$ cat config.mk
export PLATFORM = sky130hd
export DESIGN_NAME = secuenciador_jericalla
export DESIGN_NICKNAME = d
export VERILOG_FILES = /design/src/rtl/secuenciador_jericalla.sv
export SDC_FILE = /design/constraint.sdc
export NUM_CORES = 1
export LEC_CHECK = 0
export BUFFER_PORTS_ARGS = -buffer_cell sky130_fd_sc_hd__buf_2
export CAP_MARGIN = 20
export CORE_ASPECT_RATIO = 1.1
export CORE_MARGIN = 10
export CORE_UTILIZATION = 57
export CTS_CLUSTER_DIAMETER = 120
export CTS_CLUSTER_SIZE = 40
export DETAILED_ROUTE_END_ITERATION = 12
export PLACE_DENSITY = 0.93
export RECOVER_POWER = 25
export SYNTH_ARGS = -nofsm -noshare
export SYNTH_HDL_FRONTEND = slang
export SYNTH_SLANG_ARGS = --single-unit
export TNS_END_PERCENT = 1
$ cat constraint.sdc
create_clock -name clk -period 4.12 [get_ports clk]
set_input_delay 0.206 -clock clk [delete_from_list [all_inputs] [get_ports clk]]
set_output_delay 0.206 -clock clk [all_outputs]
set_load 0.02 [all_outputs]
$ cat src/rtl/secuenciador_jericalla.sv
// Instruction sequencer and RAW hazard controller for the two-buffer Jericalla datapath.
// Issues ROM words in order, inserts NOP bubbles on dependences, then drains three NOPs.
module secuenciador_jericalla #(
   parameter int          PC_W      = 8,
   parameter logic [7:0]  WB_MASK   = 8'b0111_1111,
   parameter logic [17:0] NOP_INSTR = 18'b111_00000_00000_00000
) (
   input  logic            clk,
   input  logic            rst,
   input  logic            start,
   input  logic [PC_W-1:0] end_addr,
   output logic [PC_W-1:0] imem_addr,
   input  logic [17:0]     imem_data,
   output logic [17:0]     instr_out,
   output logic            busy,
   output logic            done,
   output logic [15:0]     stall_cnt
);

   typedef enum logic [1:0] {IDLE, RUN, DRAIN, DONE} state_t;

   state_t          state, state_nxt;
   logic [PC_W-1:0] pc;
   logic [PC_W-1:0] end_q;
   logic [17:0]     instr_p1;
   logic            vld_p0;
   logic            vld_p1;
   logic [1:0]      drain_cnt;
   logic            hazard;
   logic            wr_p0;
   logic            wr_p1;
   logic            accept;

   function automatic logic [15:0] sat_inc(input logic [15:0] v);
      return (v == 16'hFFFF) ? v : v + 16'd1;
   endfunction

   assign imem_addr = pc;
   assign accept    = ((state == IDLE) || (state == DONE)) && start;

   // A slot only blocks the candidate if it holds a real instruction whose opcode writes.
   always_comb begin
      wr_p0  = vld_p0 && WB_MASK[instr_out[17:15]];
      wr_p1  = vld_p1 && WB_MASK[instr_p1[17:15]];
      hazard = (wr_p0 && ((imem_data[9:5] == instr_out[14:10]) ||
                          (imem_data[4:0] == instr_out[14:10]))) ||
               (wr_p1 && ((imem_data[9:5] == instr_p1[14:10]) ||
                          (imem_data[4:0] == instr_p1[14:10])));
   end

   always_ff @(posedge clk) begin
      if (rst) state <= IDLE;
      else     state <= state_nxt;
   end

   always_comb begin
      state_nxt = state;
      case (state)
         IDLE, DONE: if (start) state_nxt = RUN;
         RUN:        if (!hazard && (pc == end_q)) state_nxt = DRAIN;
         DRAIN:      if (drain_cnt == 2'd2) state_nxt = DONE;
         default:    state_nxt = IDLE;
      endcase
   end

   always_comb begin
      busy = (state == RUN) || (state == DRAIN);
      done = (state == DONE);
   end

   // Issue stage: instr_out is decode (p0), instr_p1 is execute.
   always_ff @(posedge clk) begin
      if (rst) begin
         pc        <= '0;
         end_q     <= '0;
         instr_out <= NOP_INSTR;
         instr_p1  <= NOP_INSTR;
         vld_p0    <= 1'b0;
         vld_p1    <= 1'b0;
         drain_cnt <= 2'd0;
         stall_cnt <= 16'd0;
      end else begin
         instr_p1 <= instr_out;
         vld_p1   <= vld_p0;
         case (state)
            RUN: begin
               if (hazard) begin
                  instr_out <= NOP_INSTR;
                  vld_p0    <= 1'b0;
                  stall_cnt <= sat_inc(stall_cnt);
               end else begin
                  instr_out <= imem_data;
                  vld_p0    <= 1'b1;
                  if (pc == end_q) drain_cnt <= 2'd0;
                  else             pc        <= pc + 1'b1;
               end
            end
            DRAIN: begin
               instr_out <= NOP_INSTR;
               vld_p0    <= 1'b0;
               drain_cnt <= drain_cnt + 2'd1;
            end
            default: begin
               instr_out <= NOP_INSTR;
               vld_p0    <= 1'b0;
               if (accept) begin
                  pc        <= '0;
                  end_q     <= end_addr;
                  stall_cnt <= 16'd0;
                  vld_p1    <= 1'b0;
                  drain_cnt <= 2'd0;
               end
            end
         endcase
      end
   end

endmodule

==> flow_summary.yaml <==
run_status:
  outcome: "completed"
sta:
  rsz0062_at_grt: "no"
  max-slew-margin-rel_pct: 44.7
  final.period_utilization_pct: 63.5
  finalSetupViolCount: 0
  fin_setup_tns_ns: 0
  slew_violations: 0
  timing.fmax_mhz: 382
  hold-worst-slack_ns: 0.0627
  min_period_ns: 2.62
  clock-skew-final_ns: 0.00506
  post-route-worst-setup-slack_ns: 1.50
  hold_viol_final: 0
  worst-slew-pin-transition_ns: 0.824
worst_setup_path:
  worst-endpoint-arrival_ns: 2.89
  path_class: "flip-flop to flip-flop"
  worst_reg2reg_path_length_in_cells: 9
  crit-reg2reg-capture: "stall_cnt[14]$_SDFFE_PP0P_"
  critical_path_source_type: "flip-flop"
  cp_data_required_time_ns: 4.39
  regToRegSetupSlack_ns: 1.50
  crit-reg2reg-launch: "state[0]$_SDFFE_PP0P_"
  critical_path.max_fanout: 13
  worstSetupEndpointType: "flip-flop"
layout:
  layout.cell_area.non_filler_um2: 3490
  antenna_cells_inserted: 0
  instances_no_fill: 469
  mostFrequentLayoutCells: "sky130_fd_sc_hd__dfxtp_1, sky130_fd_sc_hd__buf_2, sky130_fd_sc_hd__nand2_1"
  layout-drive-gt1-share_pct: 18.7
  synthToLayoutAreaGrowth_pct: 19.2
  nFillCells: 417
  mostFrequentLayoutCell: "sky130_fd_sc_hd__dfxtp_1"
  finish.net_count: 442
detailed_routing:
  avgRoutedWirePerCell_um: 15.3
  drc_errors: 0
  ant_nets: 0
  route.vias.total: 2651
  first_iter_violations: 197
  via_per_inst: 5.65
  dr.pass1.iters: 5
  drt_wirelength_um: 7150
yosys:
  mappedNetlistArea_um2: 2930
  synthDistinctLibCells: 49
  synth_seq_cells: 63
  ys.flop_type: "sky130_fd_sc_hd__dfxtp_1"
  synth-edff-count: 0
  ys.warnings.count: 0
  synth-async-reset-ratio_pct: 0
  post_synth.cell_area_avg_um2: 8.81
  synth_fp_nets: 368
  netlist_instances: 332
  synth_sequential_area_ratio_pct: 43.1
place:
  place.gp.congestion: 0.865
  dp_cells: 453
  detailed_place_hpwl_um: 5450
  detailedPlace.worstSlack_ns: 1.57
  place.port_buffers: 72
  detailed_place.area_um2: 3320
worst_hold_path:
  min_path_cells: 2
  worstHoldPathType: "input port to flip-flop"
  worst_hold_startpoint: "imem_data[10]"
  hold_end: "instr_out[10]$_SDFF_PP0_"
grt:
  globalRoute.totalOverflow: 0
  grt_pass1_vias: 2697
  total_routing_usage_reported_by_global_routing_pct: 18.2
  grt_pass1_wl_um: 12100
  antenna_found_initial: 0
  grt_max_degree: 30
clock_network:
  postCtsSetupBuffers: 0
  h-tree-depth: 3
  worst_skew_pair.late_latency_ns: 0.34
  clock_tree_from_tritoncts: "built"
  cts.repair.resized: 0
  cts-root-to-sink-buffers: 2
  tritoncts_num_sinks: 63
  cts_made_buffers: 9
  clkTransAtPathRegs_ns: 0.07
  cts-root-buf: "sky130_fd_sc_hd__clkbuf_8"
  hold_buf_cts: 0
die:
  io_pins: 73
  core.rowCount: 27
  design.core.area_um2: 5000
  die_x_um: 88.3
  die_height_um: 95.1
  design.die.area_um2: 8400
  initial_utilization_pct: 58.5
power:
  cellPowerDensity_nw_per_um2: 525
  total_leakage_power_uw: 0.00143
  vdd.ir_drop.worst_uv: 349
run:
  max_cap_violations: 0
-- layer usage --
metal  global-route usage [%]  vias to the layer above  wire length [µm]
li1                         -                     1307                 -
met1                     19.5                     1224              2770
met2                     31.5                      105              3650
met3                     6.14                       15               580
met4                     8.76                        0               154
met5                        0                        -                 0
-- per-stage QoR --
stage,total power (µW),utilization (%)
global route,1940,69.7
CTS,1840,70.2
floorplan,1180,-
finish,1830,69.7
global placement,1290,66.4
detailed placement,1320,66.4
-- worst max-delay path by stage --
stage | from | end
floorplan | instr_out[13]$_SDFF_PP0_ | state[0]$_SDFFE_PP0P_
global route | state[0]$_SDFFE_PP0P_ | stall_cnt[14]$_SDFFE_PP0P_
finish | state[0]$_SDFFE_PP0P_ | stall_cnt[14]$_SDFFE_PP0P_
CTS | state[0]$_SDFFE_PP0P_ | stall_cnt[14]$_SDFFE_PP0P_
detailed placement | state[0]$_SDFFE_PP0P_ | stall_cnt[14]$_SDFFE_PP0P_
global placement | state[0]$_SDFFE_PP0P_ | stall_cnt[14]$_SDFFE_PP0P_
-- critical path: stages (launching register included) --
cell and delay [ns]:
sky130_fd_sc_hd__dfxtp_1 0.38, sky130_fd_sc_hd__inv_1 0.07, sky130_fd_sc_hd__ha_1 0.33, sky130_fd_sc_hd__nand2_1 0.26, sky130_fd_sc_hd__a21oi_1 0.31, sky130_fd_sc_hd__o31ai_1 0.11
sky130_fd_sc_hd__buf_4 0.18, sky130_fd_sc_hd__or4_1 0.42, sky130_fd_sc_hd__or3_1 0.33, sky130_fd_sc_hd__a21oi_1 0.14
-- registers in the layout, indices dropped and copies added, names as in the netlist, named ones only --
name and flops:
instr_out 18, vld_p1 1, vld_p0 1, instr_p1 5, state 2, end_q 8
imem_addr 8, drain_cnt 2, stall_cnt 16
-- layout make-up --
| class | instances | area [µm²] | area share (%) |
|---|---|---|---|
| clock buffer | 12 | 145 | 4.16 |
| tap | 58 | 72.6 | 2.08 |
| timing repair buffer | 74 | 350 | 10.0 |
| sequential | 63 | 1260 | 36.2 |
| inverter | 15 | 56.3 | 1.61 |
| clock inverter | 4 | 45.0 | 1.29 |
| multi-input combinational | 243 | 1560 | 44.6 |
-- power breakdown --
part / total (µW) / internal (µW) / leakage [µW] / switching, µW
sequential: 723 / 675 / 0.000511 / 48.0
clock: 519 / 293 / 0.000100 / 226
combinational: 588 / 205 / 0.000823 / 384
-- synth_stat cells (all sizes together) (5+ instances only) --
master / count / share of area, %
nand3: 24 / 4.3
nor3: 6 / 1.0
inv: 15 / 1.9
o21ai: 6 / 1.0
nand4: 8 / 1.7
dfxtp: 63 / 43
a21oi: 19 / 3.3
clkbuf: 7 / 0.90
o311ai: 5 / 1.5
or2: 5 / 1.2
mux2i: 6 / 2.1
nand2: 37 / 4.7
ha: 7 / 3.0
and2: 17 / 3.6
nand2b: 6 / 1.3
a21o: 8 / 2.1
nor2b: 6 / 1.3
nor2: 15 / 1.9
xnor2: 24 / 7.2
-- logic make-up (layout without fill, tap and decap cells) --
group / count (synthesis) / after routing / share of synthesized area [%]
simple gates: 142 / 142 / 25.6
xor+xnor: 28 / 28 / 8.38
flops: 63 / 63 / 43.1
fa+ha+maj: 7 / 7 / 2.99
compound gates: 59 / 59 / 13.8
buf+inv: 26 / 105 / 3.68
mux: 7 / 7 / 2.44
Power figures use the tool's default switching activity.
